$ cat config.mk
export PLATFORM = sky130hd
export DESIGN_NAME = seq_alu
export DESIGN_NICKNAME = d
export VERILOG_FILES = /design/src/rtl/seq_alu.sv
export SDC_FILE = /design/constraint.sdc
export NUM_CORES = 2
export LEC_CHECK = 0
export CORE_MARGIN = 2
export CORE_UTILIZATION = 28
export DETAILED_ROUTE_END_ITERATION = 10
export PLACE_DENSITY = 0.55
export SETUP_SLACK_MARGIN = 0.5
export SYNTH_ARGS = -nofsm -noshare
export SYNTH_HDL_FRONTEND = slang
export SYNTH_SLANG_ARGS = --single-unit
$ cat constraint.sdc
create_clock -name clock -period 7.6 [get_ports clock]
set_clock_uncertainty 0.15 [all_clocks]
set_input_delay 1.52 -clock clock [delete_from_list [all_inputs] [get_ports clock]]
set_output_delay 1.52 -clock clock [all_outputs]
set_load 0.02 [all_outputs]
$ cat src/rtl/seq_alu.sv
// seq_alu: multi-cycle ALU with start/done handshake, feeding the ZHI/ZLO register pair.
//   Single-cycle ops (ADD, SUB, AND, OR, shifts, rotates, NEG, NOT) complete on the accept edge.
//   MUL is an iterative radix-2 Booth multiply (WIDTH steps).
//   DIV is a restoring signed divide (WIDTH steps plus a sign-fix cycle).
// Optional feature: define SEQ_ALU_FLAGS_EN to add flag_z/flag_n/flag_c/flag_v outputs.
// Ports:
//   clock     rising-edge clock
//   clear     asynchronous active-high reset
//   start     request, sampled only while busy is low
//   op        4-bit opcode
//   Ra, Rb    operands (Rb[SH_W-1:0] is the shift/rotate amount)
//   busy      MUL/DIV in progress
//   done      one-cycle completion pulse
//   div_zero  sticky: last DIV had a zero divisor
//   ZHI, ZLO  high/low result
module seq_alu #(
    parameter int unsigned WIDTH = 32,
    parameter int unsigned SH_W  = $clog2(WIDTH),
    parameter int unsigned CNT_W = $clog2(WIDTH) + 1
) (
    input  logic             clock,
    input  logic             clear,
    input  logic             start,
    input  logic [3:0]       op,
    input  logic [WIDTH-1:0] Ra,
    input  logic [WIDTH-1:0] Rb,
    output logic             busy,
    output logic             done,
    output logic             div_zero,
    output logic [WIDTH-1:0] ZHI,
    output logic [WIDTH-1:0] ZLO
`ifdef SEQ_ALU_FLAGS_EN
    ,
    output logic             flag_z,
    output logic             flag_n,
    output logic             flag_c,
    output logic             flag_v
`endif
);

    localparam logic [3:0] OpAdd  = 4'd0;
    localparam logic [3:0] OpSub  = 4'd1;
    localparam logic [3:0] OpAnd  = 4'd2;
    localparam logic [3:0] OpOr   = 4'd3;
    localparam logic [3:0] OpShr  = 4'd4;
    localparam logic [3:0] OpShra = 4'd5;
    localparam logic [3:0] OpShl  = 4'd6;
    localparam logic [3:0] OpRor  = 4'd7;
    localparam logic [3:0] OpRol  = 4'd8;
    localparam logic [3:0] OpMul  = 4'd9;
    localparam logic [3:0] OpDiv  = 4'd10;
    localparam logic [3:0] OpNeg  = 4'd11;
    localparam logic [3:0] OpNot  = 4'd12;

    localparam logic [CNT_W-1:0] LastCnt = CNT_W'(WIDTH - 1);

    typedef enum logic [1:0] {StIdle, StMul, StDiv, StDivFix} state_e;

    state_e           state_q, state_d;
    logic [CNT_W-1:0] cnt_q, cnt_d;
    logic [WIDTH:0]   acc_q, acc_d;     // Booth accumulator / partial remainder
    logic [WIDTH-1:0] mq_q, mq_d;       // multiplier / dividend-then-quotient
    logic             qm1_q, qm1_d;     // Booth q(-1) bit
    logic [WIDTH-1:0] opnd_q, opnd_d;   // multiplicand / divisor magnitude
    logic             neg_a_q, neg_a_d, neg_b_q, neg_b_d;
    logic [WIDTH-1:0] zhi_q, zhi_d, zlo_q, zlo_d;
    logic             done_q, done_d, dz_q, dz_d;

    // Single-cycle datapath
    logic [WIDTH-1:0] add_res, sub_res, simple_lo, abs_a, abs_b;
    logic [SH_W-1:0]  amt;
    logic [SH_W:0]    inv_amt;

`ifdef SEQ_ALU_FLAGS_EN
    logic [WIDTH:0] add_ext, sub_ext;
    assign add_ext = {1'b0, Ra} + {1'b0, Rb};
    assign sub_ext = {1'b0, Ra} + {1'b0, ~Rb} + {{WIDTH{1'b0}}, 1'b1};
    assign add_res = add_ext[WIDTH-1:0];
    assign sub_res = sub_ext[WIDTH-1:0];
`else
    assign add_res = Ra + Rb;
    assign sub_res = Ra - Rb;
`endif

    assign amt     = Rb[SH_W-1:0];
    // Shifting by WIDTH yields zero, so amount 0 rotates to Ra unchanged.
    assign inv_amt = (SH_W + 1)'(WIDTH) - {1'b0, amt};
    assign abs_a   = Ra[WIDTH-1] ? -Ra : Ra;
    assign abs_b   = Rb[WIDTH-1] ? -Rb : Rb;

    always_comb begin
        simple_lo = '0;
        case (op)
            OpAdd:   simple_lo = add_res;
            OpSub:   simple_lo = sub_res;
            OpAnd:   simple_lo = Ra & Rb;
            OpOr:    simple_lo = Ra | Rb;
            OpShr:   simple_lo = Ra >> amt;
            OpShra:  simple_lo = $signed(Ra) >>> amt;
            OpShl:   simple_lo = Ra << amt;
            OpRor:   simple_lo = (Ra >> amt) | (Ra << inv_amt);
            OpRol:   simple_lo = (Ra << amt) | (Ra >> inv_amt);
            OpNeg:   simple_lo = -Rb;
            OpNot:   simple_lo = ~Rb;
            default: simple_lo = '0;
        endcase
    end

    // Booth step: add/sub multiplicand per {q0, q-1}, then arithmetic shift right of {acc, mq, q-1}.
    // The accumulator is one bit wider so that subtracting the most negative multiplicand cannot wrap.
    logic [WIDTH:0]   mcand_ext, booth_sum, booth_acc;
    logic [WIDTH-1:0] booth_mq;

    assign mcand_ext = {opnd_q[WIDTH-1], opnd_q};

    always_comb begin
        booth_sum = acc_q;
        case ({mq_q[0], qm1_q})
            2'b01:   booth_sum = acc_q + mcand_ext;
            2'b10:   booth_sum = acc_q - mcand_ext;
            default: booth_sum = acc_q;
        endcase
    end

    assign booth_acc = {booth_sum[WIDTH], booth_sum[WIDTH:1]};
    assign booth_mq  = {booth_sum[0], mq_q[WIDTH-1:1]};

    // Restoring divide step on magnitudes: shift in next dividend bit, keep trial if non-negative.
    logic [WIDTH:0] div_shift, div_trial;
    logic           div_fits;

    assign div_shift = {acc_q[WIDTH-1:0], mq_q[WIDTH-1]};
    assign div_trial = div_shift - {1'b0, opnd_q};
    assign div_fits  = ~div_trial[WIDTH];

    always_comb begin
        state_d = state_q;
        cnt_d   = cnt_q;
        acc_d   = acc_q;
        mq_d    = mq_q;
        qm1_d   = qm1_q;
        opnd_d  = opnd_q;
        neg_a_d = neg_a_q;
        neg_b_d = neg_b_q;
        zhi_d   = zhi_q;
        zlo_d   = zlo_q;
        done_d  = 1'b0;
        dz_d    = dz_q;
        unique case (state_q)
            StIdle: begin
                if (start) begin
                    dz_d  = 1'b0;
                    cnt_d = '0;
                    if (op == OpMul) begin
                        acc_d   = '0;
                        mq_d    = Rb;
                        qm1_d   = 1'b0;
                        opnd_d  = Ra;
                        state_d = StMul;
                    end else if (op == OpDiv) begin
                        acc_d   = '0;
                        mq_d    = abs_a;
                        opnd_d  = abs_b;
                        neg_a_d = Ra[WIDTH-1];
                        neg_b_d = Rb[WIDTH-1];
                        if (Rb == '0) begin
                            dz_d    = 1'b1;
                            state_d = StDivFix;
                        end else begin
                            state_d = StDiv;
                        end
                    end else begin
                        zhi_d  = '0;
                        zlo_d  = simple_lo;
                        done_d = 1'b1;
                    end
                end
            end
            StMul: begin
                acc_d = booth_acc;
                mq_d  = booth_mq;
                qm1_d = mq_q[0];
                cnt_d = cnt_q + CNT_W'(1);
                if (cnt_q == LastCnt) begin
                    zhi_d   = booth_acc[WIDTH-1:0];
                    zlo_d   = booth_mq;
                    done_d  = 1'b1;
                    state_d = StIdle;
                end
            end
            StDiv: begin
                acc_d = div_fits ? div_trial : div_shift;
                mq_d  = {mq_q[WIDTH-2:0], div_fits};
                cnt_d = cnt_q + CNT_W'(1);
                if (cnt_q == LastCnt) begin
                    state_d = StDivFix;
                end
            end
            StDivFix: begin
                if (dz_q) begin
                    // mq still holds |Ra|; restore the original dividend.
                    zhi_d = neg_a_q ? -mq_q : mq_q;
                    zlo_d = '1;
                end else begin
                    zlo_d = (neg_a_q ^ neg_b_q) ? -mq_q : mq_q;
                    zhi_d = neg_a_q ? -acc_q[WIDTH-1:0] : acc_q[WIDTH-1:0];
                end
                done_d  = 1'b1;
                state_d = StIdle;
            end
            default: state_d = StIdle;
        endcase
    end

    always_ff @(posedge clock or posedge clear) begin
        if (clear) begin
            state_q <= StIdle;
            cnt_q   <= '0;
            acc_q   <= '0;
            mq_q    <= '0;
            qm1_q   <= 1'b0;
            opnd_q  <= '0;
            neg_a_q <= 1'b0;
            neg_b_q <= 1'b0;
            zhi_q   <= '0;
            zlo_q   <= '0;
            done_q  <= 1'b0;
            dz_q    <= 1'b0;
        end else begin
            state_q <= state_d;
            cnt_q   <= cnt_d;
            acc_q   <= acc_d;
            mq_q    <= mq_d;
            qm1_q   <= qm1_d;
            opnd_q  <= opnd_d;
            neg_a_q <= neg_a_d;
            neg_b_q <= neg_b_d;
            zhi_q   <= zhi_d;
            zlo_q   <= zlo_d;
            done_q  <= done_d;
            dz_q    <= dz_d;
        end
    end

    assign busy     = (state_q != StIdle);
    assign done     = done_q;
    assign div_zero = dz_q;
    assign ZHI      = zhi_q;
    assign ZLO      = zlo_q;

`ifdef SEQ_ALU_FLAGS_EN
    logic fz_q, fn_q, fc_q, fv_q, fc_d, fv_d;

    always_comb begin
        fc_d = 1'b0;
        fv_d = 1'b0;
        if (state_q == StIdle && start) begin
            case (op)
                OpAdd: begin
                    fc_d = add_ext[WIDTH];
                    fv_d = (Ra[WIDTH-1] == Rb[WIDTH-1]) && (add_ext[WIDTH-1] != Ra[WIDTH-1]);
                end
                OpSub: begin
                    fc_d = sub_ext[WIDTH];
                    fv_d = (Ra[WIDTH-1] != Rb[WIDTH-1]) && (sub_ext[WIDTH-1] != Ra[WIDTH-1]);
                end
                OpNeg:   fv_d = (Rb == {1'b1, {(WIDTH - 1){1'b0}}});
                default: fv_d = 1'b0;
            endcase
        end else if (state_q == StMul) begin
            // Product fits in WIDTH bits only if the high half is the sign extension of the low.
            fv_d = (booth_acc[WIDTH-1:0] != {WIDTH{booth_mq[WIDTH-1]}});
        end
    end

    always_ff @(posedge clock or posedge clear) begin
        if (clear) begin
            fz_q <= 1'b0;
            fn_q <= 1'b0;
            fc_q <= 1'b0;
            fv_q <= 1'b0;
        end else if (done_d) begin
            fz_q <= (zlo_d == '0);
            fn_q <= zlo_d[WIDTH-1];
            fc_q <= fc_d;
            fv_q <= fv_d;
        end
    end

    assign flag_z = fz_q;
    assign flag_n = fn_q;
    assign flag_c = fc_q;
    assign flag_v = fv_q;
`endif

endmodule

==> impl_metrics.toml <==
[outcome]
status = "finished clean"

[logic_synthesis]
synth_xor_area_frac = 0.0856
ys_ff_latch = 174
yosysSeqAreaShare = 0.158
synth_fa_ha_area_frac = 0.0551
synthCells = 4044
synth_area_um2 = 27600
synth_top_family_by_area = "compound AO/OA/AOI/OAI gates"
yosys_warnings = 0
async_flop_share = 1.00
synthMuxAreaShare = 0.0933
synth-compound-area-share = 0.312
synth_nets = 4230
synth.avg_cell_area_um2 = 6.83
synth_edf_count = 0
synth_cell_types = 91
ys.flop_type = "dfrtp_1"
yosys.area_share.simple = 0.233

[sta]
post-route-period-util = 0.866
slew-limit-headroom = 0.0769
rsz0062_at_grt = "no"
setup_viol = 0
slew_violations = 0
worst_pin_slew_ps = 1350
finalHoldViolations = 0
period_needed_ps = 6580
fmax_mhz = 152
fin_setup_tns_ps = 0

[worst_setup_path]
r2r-end = "ZHI[31]$_DFFE_PP0P_"
rr_startpoint = "opnd_q[2]$_DFFE_PP0P_"
worstPathArrival_ps = 6800
critPathLaunchType = "input port"
worstPathRequired_ps = 7820
crit_path_end_kind = "flop"
ff2ff_path_depth = 18
path_max_fanout = 10
critPathKind = "in -> reg"
reg2reg_setup_slack_ps = 1530

[power_and_ir_drop]
ir_drop_mv = 0.260
leakagePower_nw = 12.1
power_density_nw_per_um2 = 347

[finish]
final_common_cell = "nand2_1"
seq_area_um2 = 4360
drive_gt1_frac = 0.0796
fin_util = 0.314
fin_nets = 4143
fillers = 10816
final_cell_mix = "nand2_1 (565), o21ai_0 (440), nor2_1 (417)"
multi_input_area_um2 = 21600
syn_to_final_growth_pct = 11.6

[die]
dieArea_um2 = 101000
rows = 115
coreArea_um2 = 98100
die_y_um = 318
start_util = 0.282
io_pins = 138
die_w_um = 318

[global_route]
grt_overflow_total = 0
grt_util_all_layers = 0.280
grt_pass1_wl_mm = 212
grt_max_degree = 123
grt_pass1_vias = 29953
antenna_found_initial = 10

[placed_design]
io_buffers = 137
hpwl_mm = 112
gp_congestion = 1.05

[clock_tree]
path_clk_slew_ps = 80
clk_latency_ps = 510
clock_path_buffers = 2
cts_resized = 0
cts_tree = "done"
cts_num_sinks = 174
root_buffer = "clkbuf_16"
htree_levels = 4
cts_setup_buffers = 0
cts_hold_buf = 0
cts_made_buffers = 17

[route]
drt_iter0_drc = 4129
viasPerCell = 6.09
routed_wl_mm = 147
routed-via-count = 32037
route.detailed.drc = 0
drtAntennaViolNets = 0
wl_per_cell_um = 27.9
dr.pass1.iters = 6

[worst_hold_path]
hp-start = "ZHI[2]$_DFFE_PP0P_"
min_to = "ZHI[2]$_DFFE_PP0P_"
min_path_cells = 2
hp-class = "reg -> reg"

[job]
cap_violations = 0
==> layer usage <==
layer / wire length (um) / global-route usage / part of all wire / vias up
met1: 61700 / 0.371 / 0.42 / 15393
met5: 29 / 0 / 0.00020 / -
met2: 65100 / 0.441 / 0.44 / 1718
li1: - / - / - / 14569
met4: 7540 / 0.130 / 0.051 / 4
met3: 12500 / 0.0495 / 0.085 / 353
==> power breakdown <==
| part | internal (mW) | switching, mW | total, mW | leakage, nW |
|---|---|---|---|---|
| sequential | 1.32 | 0.662 | 1.98 | 2.22 |
| clock | 0.456 | 0.477 | 0.933 | 0.266 |
| combinational | 2.82 | 4.96 | 7.79 | 9.58 |
| total | 4.60 | 6.10 | 10.7 | 12.1 |
==> worst max-delay path, cell delays in order <==
cell             delay, ps
clkdlybuf4s50_1        570
or3_1                  550
nor3_4                 320
nand3_2                230
or3_1                  550
nor3_2                 410
nand2_1                220
nand2_1                120
xor2_1                 150
ha_1                   360
o21a_1                 150
o21a_1                 150
o21ai_0                290
nor2_1                  80
o21ai_0                150
o311ai_0               160
o41ai_1                640
a31oi_1                160
==> logic make-up (layout without fill, tap and decap cells) <==
kind of cell,after synthesis,count (layout)
compound gates,1367,1367
flops,174,174
mux,229,229
buf+inv,454,379
simple gates,1430,1430
other cells,0,3
xor+xnor,269,269
fa+ha+maj,121,121
==> synthesized netlist by cell type, types with 53 or more instances <==
cell,count,share of area
xor2_1,122,0.039
ha_1,112,0.051
nand3_1,69,0.012
nor2_1,419,0.057
o211ai_1,71,0.019
a31oi_1,76,0.017
o21ai_0,440,0.080
a211oi_1,58,0.016
inv_1,80,0.011
a21oi_1,296,0.054
dfrtp_1,174,0.16
mux2i_1,136,0.049
xnor2_1,146,0.046
clkbuf_1,292,0.040
mux2_2,78,0.032
nand2_1,566,0.077
nor3_1,94,0.017
a21o_1,53,0.014
==> how the worst max path moves through the flow <==
stage                     startpoint                   to  slack [ps]  cells past startpoint
after global routing           Rb[9]  ZLO[28]$_DFFE_PP0P_         720                     18
after floorplan                Rb[1]  ZLO[30]$_DFFE_PP0P_         550                     24
after global placement         Rb[9]  ZLO[26]$_DFFE_PP0P_         670                     18
after CTS                      Rb[9]  ZLO[28]$_DFFE_PP0P_        1140                     18
after detailed placement       Rb[9]  ZLO[26]$_DFFE_PP0P_         600                     18
final                          Rb[9]  ZLO[28]$_DFFE_PP0P_        1020                     18
==> sequential cells by signal (all words and copies together) (netlist names) <==
register	count
acc_q	33
ZHI	32
ZLO	32
mq_q	32
opnd_q	32
cnt_q	6
state_q	2
div_zero	1
done	1
neg_a_q	1
neg_b_q	1
qm1_q	1
==> stage by stage <==
stage,area [um2],power (mW),hold slack [ps],cells,setup slack (ps)
4_1_cts,30800,10.6,338,5256,1140
3_5_place_dp,30300,9.59,322,5225,603
5_1_grt,30800,11.4,373,5259,723
2_1_floorplan,27600,6.97,313,4044,552
3_3_place_gp,30300,9.57,312,5225,669
6_report,30800,10.7,333,5259,1020
==> area by class of cell <==
cell class,count,area share
clock inverters,14,0.00442
repair buffers,266,0.0758
inverters,82,0.0102
clock buffers,17,0.0138
flip-flops and latches,174,0.141
multi-input cells,3416,0.702
well taps,1287,0.0522
diodes,3,0.000244
Power figures use the tool's default switching activity.
